**src/rtl/mem_port_arbiter.sv**
```systemverilog
// mem_port_arbiter
// Shares the single memory port between the instruction-fetch requester and
// the data-memory requester. One transaction is in flight at a time: a grant
// latches the request fields into the mem_* registers, mem_enable strobes for
// one cycle, the arbiter waits for mem_valid (or a watchdog timeout), and the
// owner then receives a one-cycle ready pulse with its captured read data.
// Data has priority over fetch, except that after STARVE_MAX consecutive
// data grants with fetch waiting, the next grant goes to fetch.
//
// Ports:
//   clk, rst                      clock, asynchronous active-high reset
//   i_req/i_addr                  fetch request and address
//   i_rdata/i_ready               fetch read data and completion pulse
//   d_req/d_cmd/d_addr/d_mask/d_wdata
//                                 data request, command (1 = write), address,
//                                 byte mask and store data
//   d_rdata/d_ready               load data and completion pulse
//   mem_enable/mem_cmd/mem_addr/mem_mask/mem_write_data
//                                 memory-side issue strobe and request fields
//   mem_load_data/mem_valid       memory read data and completion
//   stall_if/stall_mem            pipeline stalls (combinational)
//   err                           sticky watchdog timeout flag
module mem_port_arbiter #(
  parameter int STARVE_MAX = 4,
  parameter int TIMEOUT    = 16
) (
  input  logic        clk,
  input  logic        rst,
  input  logic        i_req,
  input  logic [31:0] i_addr,
  output logic [31:0] i_rdata,
  output logic        i_ready,
  input  logic        d_req,
  input  logic        d_cmd,
  input  logic [31:0] d_addr,
  input  logic [3:0]  d_mask,
  input  logic [31:0] d_wdata,
  output logic [31:0] d_rdata,
  output logic        d_ready,
  output logic        mem_enable,
  output logic        mem_cmd,
  output logic [31:0] mem_addr,
  output logic [3:0]  mem_mask,
  output logic [31:0] mem_write_data,
  input  logic [31:0] mem_load_data,
  input  logic        mem_valid,
  output logic        stall_if,
  output logic        stall_mem,
  output logic        err
);

  localparam int SW = $clog2(STARVE_MAX + 1);
  localparam int TW = $clog2(TIMEOUT + 1);
  localparam logic [SW-1:0] STARVE_LIM = SW'(STARVE_MAX);
  // Count value held during the last permitted WAIT cycle; the timeout fires
  // in the cycle that would bring the count up to TIMEOUT.
  localparam logic [TW-1:0] TMO_LAST   = TW'(TIMEOUT - 1);

  typedef enum logic [1:0] {
    S_IDLE  = 2'd0,
    S_ISSUE = 2'd1,
    S_WAIT  = 2'd2,
    S_RESP  = 2'd3
  } state_t;

  state_t          r_state;
  state_t          w_next;
  logic            r_owner;   // 0 = fetch, 1 = data
  logic [SW-1:0]   r_starve;
  logic [TW-1:0]   r_tcnt;
  logic            r_err;
  logic            r_i_ready;
  logic            r_d_ready;
  logic [31:0]     r_i_rdata;
  logic [31:0]     r_d_rdata;
  logic            r_mem_enable;
  logic            r_mem_cmd;
  logic [31:0]     r_mem_addr;
  logic [3:0]      r_mem_mask;
  logic [31:0]     r_mem_wdata;

  logic            w_grant;
  logic            w_grant_d;
  logic            w_done;
  logic            w_tmo;

  // State register
  always_ff @(posedge clk or posedge rst) begin
    if (rst) begin
      r_state <= S_IDLE;
    end else begin
      r_state <= w_next;
    end
  end

  // Next-state, arbitration and completion decode
  always_comb begin
    w_next    = r_state;
    w_grant   = 1'b0;
    w_grant_d = 1'b0;
    w_done    = 1'b0;
    w_tmo     = 1'b0;
    case (r_state)
      S_IDLE: begin
        if (i_req || d_req) begin
          w_grant   = 1'b1;
          // Data wins a tie unless fetch has been passed over too often.
          w_grant_d = d_req && !(i_req && (r_starve == STARVE_LIM));
          w_next    = S_ISSUE;
        end else begin
          w_next = S_IDLE;
        end
      end
      S_ISSUE: begin
        w_next = S_WAIT;
      end
      S_WAIT: begin
        // A valid arriving in the timeout cycle takes precedence.
        if (mem_valid) begin
          w_done = 1'b1;
          w_next = S_RESP;
        end else if (r_tcnt == TMO_LAST) begin
          w_tmo  = 1'b1;
          w_next = S_RESP;
        end else begin
          w_next = S_WAIT;
        end
      end
      S_RESP: begin
        w_next = S_IDLE;
      end
      default: begin
        w_next = S_IDLE;
      end
    endcase
  end

  // Grant capture: owner, issue strobe and latched memory request fields
  always_ff @(posedge clk or posedge rst) begin
    if (rst) begin
      r_owner      <= 1'b0;
      r_mem_enable <= 1'b0;
      r_mem_cmd    <= 1'b0;
      r_mem_addr   <= 32'h0;
      r_mem_mask   <= 4'h0;
      r_mem_wdata  <= 32'h0;
    end else begin
      r_mem_enable <= w_grant;
      if (w_grant) begin
        r_owner <= w_grant_d;
        if (w_grant_d) begin
          r_mem_cmd   <= d_cmd;
          r_mem_addr  <= d_addr;
          r_mem_mask  <= d_mask;
          r_mem_wdata <= d_wdata;
        end else begin
          r_mem_cmd   <= 1'b0;
          r_mem_addr  <= i_addr;
          r_mem_mask  <= 4'h0;
          r_mem_wdata <= 32'h0;
        end
      end else begin
        r_owner <= r_owner;
      end
    end
  end

  // Fetch starvation counter
  always_ff @(posedge clk or posedge rst) begin
    if (rst) begin
      r_starve <= '0;
    end else if (w_grant && !w_grant_d) begin
      r_starve <= '0;
    end else if (w_grant && i_req) begin
      if (r_starve != STARVE_LIM) begin
        r_starve <= r_starve + SW'(1);
      end else begin
        r_starve <= r_starve;
      end
    end else if ((r_state == S_IDLE) && !i_req) begin
      r_starve <= '0;
    end else begin
      r_starve <= r_starve;
    end
  end

  // Watchdog counter and sticky error flag
  always_ff @(posedge clk or posedge rst) begin
    if (rst) begin
      r_tcnt <= '0;
      r_err  <= 1'b0;
    end else begin
      if ((r_state == S_WAIT) && !w_done && !w_tmo) begin
        r_tcnt <= r_tcnt + TW'(1);
      end else begin
        r_tcnt <= '0;
      end
      if (w_tmo) begin
        r_err <= 1'b1;
      end else begin
        r_err <= r_err;
      end
    end
  end

  // Completion: ready pulses and read-data capture for the owner
  always_ff @(posedge clk or posedge rst) begin
    if (rst) begin
      r_i_ready <= 1'b0;
      r_d_ready <= 1'b0;
      r_i_rdata <= 32'h0;
      r_d_rdata <= 32'h0;
    end else begin
      r_i_ready <= 1'b0;
      r_d_ready <= 1'b0;
      if (w_done || w_tmo) begin
        if (!r_owner) begin
          r_i_ready <= 1'b1;
          r_i_rdata <= w_tmo ? 32'h0 : mem_load_data;
        end else begin
          r_d_ready <= 1'b1;
          if (w_tmo) begin
            r_d_rdata <= 32'h0;
          end else if (!r_mem_cmd) begin
            r_d_rdata <= mem_load_data;
          end else begin
            r_d_rdata <= r_d_rdata;
          end
        end
      end
    end
  end

  assign i_ready        = r_i_ready;
  assign d_ready        = r_d_ready;
  assign i_rdata        = r_i_rdata;
  assign d_rdata        = r_d_rdata;
  assign mem_enable     = r_mem_enable;
  assign mem_cmd        = r_mem_cmd;
  assign mem_addr       = r_mem_addr;
  assign mem_mask       = r_mem_mask;
  assign mem_write_data = r_mem_wdata;
  assign err            = r_err;
  assign stall_if       = i_req & ~r_i_ready;
  assign stall_mem      = d_req & ~r_d_ready;

endmodule

```
**config.mk**
```make
export PLATFORM = sky130hd
export DESIGN_NAME = mem_port_arbiter
export DESIGN_NICKNAME = d
export VERILOG_FILES = /design/src/rtl/mem_port_arbiter.sv
export SDC_FILE = /design/constraint.sdc
export NUM_CORES = 1
export LEC_CHECK = 0
export CAP_MARGIN = 20
export CORE_ASPECT_RATIO = 1.75
export CORE_UTILIZATION = 45
export DETAILED_ROUTE_END_ITERATION = 8
export PLACE_DENSITY = 0.85
export SLEW_MARGIN = 40
export SYNTH_ARGS = -nofsm -noshare
export SYNTH_HDL_FRONTEND = slang
export SYNTH_SLANG_ARGS = --single-unit
```
**constraint.sdc**
```tcl
create_clock -name clk -period 8.2 [get_ports clk]
set_input_delay 0.82 -clock clk [delete_from_list [all_inputs] [get_ports clk]]
set_output_delay 0.82 -clock clk [all_outputs]
set_load 0.01 [all_outputs]
```
# Yosys cells after proc, flatten, opt, wreduce, memory -nomap -nowiden
# Cells that the tools add are included.
[word_totals]
register_bits = 148
latchBits = 0
mem_bits_rw = 0
rom_bits = 0
output_inout_bits = 139
wordCells = 77
n_memories = 0
[classes]
n_addsub = 2
multipliers = 0
div_mod_pow = 0
order_cmp = 0
eq_ne = 8
shift = 0
n_mux = 29
bitwise_logic = 5
n_reduce_logical = 19
[op_table]
columns = ["cell", "count"]
rows = [
  ["$mux W32", 5],
  ["$mux W1", 17],
  ["$mux W3", 4],
  ["$pmux W2 S4", 1],
  ["$logic_and A1 B1 Y1", 7],
  ["$add A5 B1 Y5 const B", 1],
  ["$eq A5 B4 Y1 const B", 1],
  ["$logic_not A1 Y1", 5],
  ["$mux W5", 1],
  ["$eq A2 B2 Y1 const B", 2],
  ["$mux W4", 1],
  ["$reduce_and A2 Y1", 2],
  ["$add A3 B1 Y3 const B", 1],
  ["$eq A3 B3 Y1 const B", 1],
  ["$ne A3 B2 Y1 const B", 1],
  ["$ne A3 B3 Y1 const B", 1],
  ["$not A1 Y1", 3],
  ["$reduce_and A3 Y1", 1],
  ["$reduce_bool A3 Y1", 1],
  ["$and A1 B1 Y1", 2],
  ["$eq A2 B1 Y1 const B", 1],
  ["$logic_not A2 Y1", 1],
  ["$logic_or A1 B1 Y1", 2],
  ["$ne A2 B1 Y1 const B", 1],
]

# Depth between registers and ports, before layout
# Gate-level depths: netlist (run 1).
[depth]
depth_word = 10
depth_mapped = 7
mapped_depth_nobuf = 6

# Least setup slack after synthesis (run 1)
# Ideal clock, no wire load.
[synth_timing]
path_kind = "flip-flop to flip-flop"
startpoint = "reg r_tcnt[0]"
endpoint = "reg r_d_rdata[0], in the netlist d_rdata[0]"
setup_time_ns = 0.125
t_arrival_ns = 1.858
path_slack_ns = 6.217
path_stages_with_launch = 8
n_path_buf = 1
period_less_slack_ns = 1.983
cell_sequence = "dfrtp_1 -> ha_1 -> and3_1 -> ha_1 -> o21ai_2 -> a211o_1 -> buf_6 -> mux2_4"
[synth_via]
elab_chain_len = 6
word_cells_on_any_way = 8
classes_between = "2 x eq/ne; 4 x mux; 2 x reduce/logical"
[synth_rtl]
columns = ["element", "line", "source"]
rows = [
  ["from (decl)", "70", "logic [TW-1:0] r_tcnt;"],
  ["from (signal assigned)", "194", "r_tcnt <= r_tcnt + TW'(1);"],
  ["$eq A5 B4 Y1 *", "122", "end else if (r_tcnt == TMO_LAST) begin"],
  ["$mux W1 *", "122", ""],
  ["$mux W1 *", "119", "if (mem_valid) begin"],
  ["$mux W1 *", "103", "case (r_state)"],
  ["$ne A2 B1 Y1 (no source line) or $logic_or A1 B1 Y1 (tied branches)", "-", ""],
  ["$reduce_and A3 Y1 (no source line)", "-", ""],
  ["to (signal assigned)", "225", "r_d_rdata <= mem_load_data;"],
  ["to (signal assigned)", "227", "r_d_rdata <= r_d_rdata;"],
  ["to (decl)", "75", "logic [31:0] r_d_rdata;"],
]
# Mark *: on every way between the ends. The rest lies on a longest branch, timed or not.
# A chain may end at the register's enable or synchronous reset.

# Final worst setup path (run 1)
[layout_timing]
startpoint = "in d_req"
endpoint = "out stall_mem"
[layout_via]
elab_chain_len = 1
[layout_rtl]
columns = ["element", "line", "source"]
rows = [
  ["from (decl)", "33", "input logic d_req,"],
  ["$and A1 B1 Y1", "245", "assign stall_mem = d_req & ~r_d_ready;"],
  ["to (decl)", "48", "output logic stall_mem,"],
]
# No other way between the ends.

==> key figures, run 1 <==
Status
  – Status: finished, final reports clean

Synth
  – Mapped Cells: roughly 480
  – Combinational family with the most area after synthesis: compound AO/OA/AOI/OAI gates
  – Number of distinct library cells after synthesis: 33
  – Sequential fraction of the synthesis area: 0.598
  – Synth top area share: 0.598
  – Average cell area after synthesis: approximately 13 sq um
  – Ys flop type: sky130_fd_sc_hd__dfrtp_1
  – Adder-cell share of the synthesized area: 0.0141
  – Cell taking the most area after synthesis: sky130_fd_sc_hd__dfrtp_1
  – Synthesized net count: between 600 and 700
  – Post-synth EDFFs: 0
  – Share of the synthesized netlist area taken by xor and xnor gates: 0.00283
  – Compound-Gate Fraction of Synth Area: 0.140
  – Share of synthesized flip-flops with an asynchronous set or reset: 1.00
  – Flops & latches, synth: approximately 150
  – Most frequent cells after synthesis: sky130_fd_sc_hd__dfrtp_1 (148), sky130_fd_sc_hd__and2_1 (40), sky130_fd_sc_hd__a22o_1 (37), sky130_fd_sc_hd__mux2_2 (35), sky130_fd_sc_hd__nor2_1 (31)
  – Main area contributors after synthesis: sky130_fd_sc_hd__dfrtp_1 (60%), sky130_fd_sc_hd__mux2_4 (7.3%), sky130_fd_sc_hd__mux2_2 (6.4%), sky130_fd_sc_hd__a22o_1 (5.2%), sky130_fd_sc_hd__and2_1 (4.0%)
  – Count of synthesis-stage warnings from yosys: 0
  – Area of the mapped netlist: around 6200 sq um
  – Proportion of synthesized area in mux cells: 0.136
  – Most instantiated library cell after synthesis: sky130_fd_sc_hd__dfrtp_1
  – Simple logic cell fraction of the synthesized area: 0.0750

Worst setup path
  – Count of cell instances traversed by the critical path: 3
  – Cell-by-cell trace of the critical path: clkdlybuf4s50_1 > nor2b_1 > clkdlybuf4s50_1
  – Critical path startpoint category: input pin
  – Largest delay share family, worst path: buffers and inverters
  – Critical path class: input pin to output pin
  – R2r setup slk: 5.83 ns
  – Worst path required time: about 7.4 ns
  – Standard cell with the maximum stage delay on the critical path: sky130_fd_sc_hd__clkdlybuf4s50_1
  – Dominant cell type by count on the critical path: sky130_fd_sc_hd__clkdlybuf4s50_1
  – Register-to-Register Path Depth: 6
  – Data arrival time of the critical path: between 2 and 2.5 ns
  – Worst path bufs/invs: 2
  – CP max stage delay: between 0.6 and 0.7 ns
  – Crit-path max FO: 6
  – CP Capture Type: output pin

Place
  – Port Buffers: 276
  – Post-place setup slack: ~5 ns
  – Placed standard-cell area: approximately 9100 sq um
  – Global placement routability congestion: ~0.84
  – DP Wirelength: 13200 microns

Clocking
  – Number of levels in the clock H-tree: 4
  – Cell chosen for the clock root: sky130_fd_sc_hd__clkbuf_16
  – CTS clk-pin slew, worst paths: ~0.060 ns
  – Clock tree from TritonCTS: done
  – Hold-fix buffers at CTS: 0
  – Buffer levels on the longest clock path: 2
  – Post-CTS setup buffer count: 0
  – Skew-Pair Late Insertion Delay: 0.41 ns
  – Num CTS Buffers: 17
  – Resize count post-CTS: 0
  – Sink Count: between 100 and 150

Detailed routing
  – Starting DRT DRC Count: between 200 and 250
  – Final Routed Wirelength: between 15000 and 20000 microns
  – Drt first pass iters: 7
  – Count of nets left with antenna violations after detail routing: 0
  – Vias after detailed routing: between 5000 and 6000
  – Detail-routed via count per cell: approximately 5.5
  – Average routed wire per standard cell: approximately 20 microns
  – Final routed DRC violation total: 0

Global route
  – Met1 track demand over resource in global routing: 0.287
  – Pin count of the biggest net entering global routing: just over 80
  – Global route hottest layer: met2
  – Met2 usage: 0.465
  – Remaining Overflow, GRT: 0
  – GRT met3 Usage: 0.0676
  – Antenna violations before repair: 0
  – Via count of the first global-routing pass: about 5500
  – Total routing resource utilization after global routing: 0.264
  – Global-route wire length before repair: between 20000 and 30000 microns

Pwr
  – Power per cell area: about 400 nW/um^2
  – Leakage power summed over all cells: 0.00418 uW
  – Peak supply drop: ~0.00020 V

Timing
  – Hold slack final: around 0.48 ns
  – Unrepaired setup endpoints after global routing: no
  – Sum Neg Setup Slack: 0 ns
  – Final-report max-slew violation count: 0
  – Measured slew at the worst slew-check pin: 0.774 ns
  – Least setup slack across all paths after layout: around 5.2 ns
  – Count of final hold-check violations: 0
  – Final min period: 2.98 ns
  – Max transition margin: 0.481
  – Peak Freq: 0.336 GHz
  – Period Utilization, post-route: 0.363
  – Number of endpoints failing setup at the final stage: 0
  – Final clock skew: between 0.01 and 0.015 ns

Finish
  – Fin util: 0.725
  – Nets: about 890
  – Area overhead of the layout relative to synthesis: 56.6%
  – Fraction of final layout cells sized beyond drive strength 1: 0.150
  – Total non-filler cell area in the finished layout: between 9000 and 10000 sq um
  – Antenna diodes: 0
  – Final-layout fill cell count: 911

Die
  – Core area: between 10000 and 15000 sq um
  – Die ar.: about 14000 sq um
  – Number of top-level pins: approximately 280
  – Horiz. Die Dim: slightly above 90 microns
  – Die height: approximately 160 microns
  – Effective utilization at floorplan: 0.463
  – Num rows: 56

Flow run
  – Number of max-cap violations: 0

Min path
  – Tightest Hold Check Type: flop to flop
  – Number of cells traversed by the worst hold path: 1
path summary, 6_finish.rpt:
check,start,endpoint
setup / recovery,d_req,stall_mem
hold / removal,err,err
setup reg to reg,r_tcnt[0],d_rdata[31]
hold reg to reg,err,err
max in group asynchronous,rst,mem_write_data[25]
min in group asynchronous,rst,d_rdata[26]
cells in the final DEF, fill, tap and decap left out, types with 2 or more instances in the layout:
cell                              synthesis  routed
sky130_fd_sc_hd__a22o_1                  37      37
sky130_fd_sc_hd__nand2_1                  4       3
sky130_fd_sc_hd__inv_1                    9       8
sky130_fd_sc_hd__clkdlybuf4s50_1          0     276
sky130_fd_sc_hd__a221o_1                  7       7
sky130_fd_sc_hd__o22ai_1                  3       3
sky130_fd_sc_hd__buf_4                    1       2
sky130_fd_sc_hd__inv_6                    0       6
sky130_fd_sc_hd__and2_1                  40      39
sky130_fd_sc_hd__mux2_2                  35      35
sky130_fd_sc_hd__clkbuf_16                0      17
sky130_fd_sc_hd__ha_1                     7       7
sky130_fd_sc_hd__dfrtp_1                148     148
sky130_fd_sc_hd__clkinvlp_4               0       3
sky130_fd_sc_hd__mux2_4                  30      30
sky130_fd_sc_hd__clkinv_4                 0       4
sky130_fd_sc_hd__nor2_4                   0       2
sky130_fd_sc_hd__o21ai_1                  5       5
sky130_fd_sc_hd__nor2_1                  31      31
sky130_fd_sc_hd__nand2b_1                 2       2
sky130_fd_sc_hd__nor2b_1                  2       2
sky130_fd_sc_hd__a31oi_1                 25      25
sky130_fd_sc_hd__o21ai_0                 23      23
sky130_fd_sc_hd__a21oi_1                 25      25
state kept, by name, indices dropped and copies added, names as in the netlist, 2 cells and up:
register        count
r_state             2
mem_mask            4
mem_addr           32
r_starve            3
mem_write_data     32
i_rdata            32
d_rdata            32
r_tcnt              5
routing by layer:
metal  up-vias  share of wire
li1       2263              -
met1      2543           0.36
met2       270           0.53
met3        65          0.070
met4         0          0.046
met5         -              0
cell type report:
type	instances	area, sq um	share of cell area
clock buffers	18	439	0.0453
clock inverters	14	143	0.0147
inverters	10	42.5	0.00439
multi-input cells	291	2320	0.239
flip-flops and latches	148	3700	0.382
well taps	174	218	0.0225
repair buffers	281	2830	0.292
cells by family after synthesis:
group / Yosys count
AO/OA/AOI/OAI: 129
AND/OR/NAND/NOR: 88
adder cells (fa/ha/maj): 7
flip-flops: 148
buffers and inverters: 42
multiplexers: 65
XOR/XNOR: 2
report_power, final:
group	leakage (uW)	switching [uW]	total (uW)	internal, uW
logic	0.00210	712	1740	1020
clock network	0.000276	325	760	435
registers	0.00180	215	1300	1090
through the flow:
stage                     total power [uW]  std cells
after floorplan                       2080        481
after global placement                2940        901
after detailed placement              3040        904
after CTS                             3820        936
after global routing                  3990        936
final                                 3800        936
No activity file was read; power rests on OpenSTA's default activity.
==> inputs of run 2 (changes only) <==
--- a/config.mk
+++ b/config.mk
@@ -7,9 +7,9 @@
 export LEC_CHECK = 0
 export CAP_MARGIN = 20
 export CORE_ASPECT_RATIO = 1.75
-export CORE_UTILIZATION = 45
+export CORE_UTILIZATION = 42
 export DETAILED_ROUTE_END_ITERATION = 8
-export PLACE_DENSITY = 0.85
+export PLACE_DENSITY = 0.81
 export SLEW_MARGIN = 40
 export SYNTH_ARGS = -nofsm -noshare
 export SYNTH_HDL_FRONTEND = slang
==> constraint.sdc (replaced) <==
create_clock -name clk -period 2.8 [get_ports clk]
set_input_delay 0.28 -clock clk [delete_from_list [all_inputs] [get_ports clk]]
set_output_delay 0.28 -clock clk [all_outputs]
set_load 0.01 [all_outputs]
==> run 2 against run 1 <==
Against the previous run: sequential power increased to 2.9 times the previous value; register-to-register slack got worse by 5.4 ns; non-clock buffer count increased by 8; via count decreased by 2.0%; first-iteration DRC count decreased by 42%; total power increased to 3.0 times the previous value; routed wire length decreased by 3.3%; cell area increased by 1.1%; largest cell class unchanged; largest power group unchanged.
==> key figures, run 2 (synthesis results as in run 1) <==
Timing
  – Measured slew at the worst slew-check pin: roughly 0.76 ns
  – Max transition margin: 0.495
  – Number of endpoints failing setup at the final stage: 0
  – Final min period: approximately 2.4 ns
  – Final clock skew: 0.0168 ns
  – Period Utilization, post-route: 0.845
  – Peak Freq: 0.423 GHz
  – Count of final hold-check violations: 0
  – Hold slack final: approximately 0.38 ns
  – Sum Neg Setup Slack: 0 ns
  – Final-report max-slew violation count: 0
  – Unrepaired setup endpoints after global routing: no

Pwr
  – Tot Pwr: ~11000 uW
  – Power per cell area: ~1100 nW/um^2
  – Peak supply drop: about 0.00070 V
  – Leakage power summed over all cells: approximately 0.0042 uW

Worst setup path
  – Register-to-Register Path Depth: 7
  – Worst path bufs/invs: 1
  – Dominant cell type by count on the critical path: sky130_fd_sc_hd__ha_1
  – Critical path class: flop to flop
  – Critical path startpoint category: flop
  – Count of cell instances traversed by the critical path: 7
  – Crit-path max FO: 23
  – CP max stage delay: around 0.40 ns
  – Cell-by-cell trace of the critical path: ha_1 > and3_1 > ha_1 > o21ai_2 > a211o_2 > buf_12 > mux2_4
  – CP Capture Type: flop
  – Standard cell with the maximum stage delay on the critical path: sky130_fd_sc_hd__dfrtp_1
  – Largest delay share family, worst path: compound AO/OA/AOI/OAI gates
  – Worst path required time: about 3 ns
  – Data arrival time of the critical path: 2.65 ns

Die
  – Core area: ~14000 sq um
  – Die height: around 160 microns
  – Horiz. Die Dim: ~94 microns
  – Effective utilization at floorplan: 0.431
  – Num rows: 58
  – Die ar.: about 15000 sq um
  – Number of top-level pins: 277

Clocking
  – Sink Count: around 150
  – Num CTS Buffers: 17
  – Skew-Pair Late Insertion Delay: 0.41 ns
  – Buffer levels on the longest clock path: 2
  – Number of levels in the clock H-tree: 4
  – Cell chosen for the clock root: sky130_fd_sc_hd__clkbuf_16
  – Resize count post-CTS: 0
  – Hold-fix buffers at CTS: 0
  – CTS clk-pin slew, worst paths: 0.07 ns
  – Clock tree from TritonCTS: done
  – Post-CTS setup buffer count: 0

Finish
  – Nets: 902
  – Most common library cell in the layout ignoring fill and taps: sky130_fd_sc_hd__clkdlybuf4s50_1
  – Most used cells in the layout excluding fill and tap cells: sky130_fd_sc_hd__clkdlybuf4s50_1 (276), sky130_fd_sc_hd__dfrtp_1 (148), sky130_fd_sc_hd__and2_1 (40), sky130_fd_sc_hd__a22o_1 (37), sky130_fd_sc_hd__mux2_2 (35)
  – Final-layout fill cell count: slightly above 1000
  – Fraction of final layout cells sized beyond drive strength 1: 0.151
  – Area overhead of the layout relative to synthesis: 58.3%
  – Antenna diodes: 0

Detailed routing
  – Final routed DRC violation total: 0
  – Drt first pass iters: 4
  – Starting DRT DRC Count: between 100 and 150
  – Vias after detailed routing: 5037
  – Count of nets left with antenna violations after detail routing: 0
  – Detail-routed via count per cell: 5.31
  – Average routed wire per standard cell: 19.0 microns
  – Final Routed Wirelength: roughly 18000 microns

Global route
  – Via count of the first global-routing pass: ~5300
  – Total routing resource utilization after global routing: 0.235
  – Remaining Overflow, GRT: 0
  – Pin count of the biggest net entering global routing: about 80
  – Global-route wire length before repair: approximately 27000 microns
  – Antenna violations before repair: 0

Status
  – Status: finished, final reports clean

Min path
  – Tightest Hold Check Type: input pin to async pin

Flow run
  – Number of max-cap violations: 0

Place
  – DP Wirelength: 13200 microns
  – Port Buffers: around 280
  – Global placement routability congestion: 0.768
## run 2: cell type report
cell class                      instances  area [sq um]  area share
Timing Repair Buffer                  289          2930       0.299
Clock buffer                           18           429      0.0438
Clock inverter                         13           174      0.0177
Inverter                               10          41.3     0.00421
Sequential cell                       148          3700       0.378
Tap cell                              180           225      0.0230
Multi-Input combinational cell        291          2300       0.234
## run 2: worst paths after layout
kind | from | end | slack, ns
max | r_tcnt[0] | d_rdata[21] | 0.43
min | rst | r_tcnt[3] | 0.38
max reg2reg | r_tcnt[0] | d_rdata[21] | 0.43
min reg2reg | r_tcnt[0] | r_tcnt[0] | 0.46
max in group asynchronous | rst | mem_write_data[8] | 2.06
min in group clk | i_addr[20] | mem_addr[20] | 0.43
## run 2: worst min-delay path, delay by kind of cell
family / cells / cell delay (ns)
buf+inv: 3 / 0.91
## run 2: per-stage QoR
| stage | utilization | area (sq um) | setup slack [ns] | std cells |
|---|---|---|---|---|
| finish | 0.682 | 9800 | 0.434 | 949 |
| floorplan | - | 6200 | 0.659 | 481 |
| CTS | 0.682 | 9800 | 0.417 | 949 |
| detailed placement | 0.640 | 9200 | 0.387 | 918 |
| global placement | 0.638 | 9170 | 0.472 | 917 |
| global route | 0.682 | 9800 | 0.294 | 949 |
## run 2: metal layers
layer	vias to the layer above	track usage	part of all wire
li1	2276	-	-
met3	35	0.0728	0.085
met5	-	0	0
met2	245	0.408	0.51
met4	0	0.103	0.032
met1	2481	0.260	0.37
## run 2: power breakdown
group	switching [uW]	internal, uW	leakage, uW
registers	617	3180	0.00180
logic	2070	3030	0.00215
clock network	903	1410	0.000284
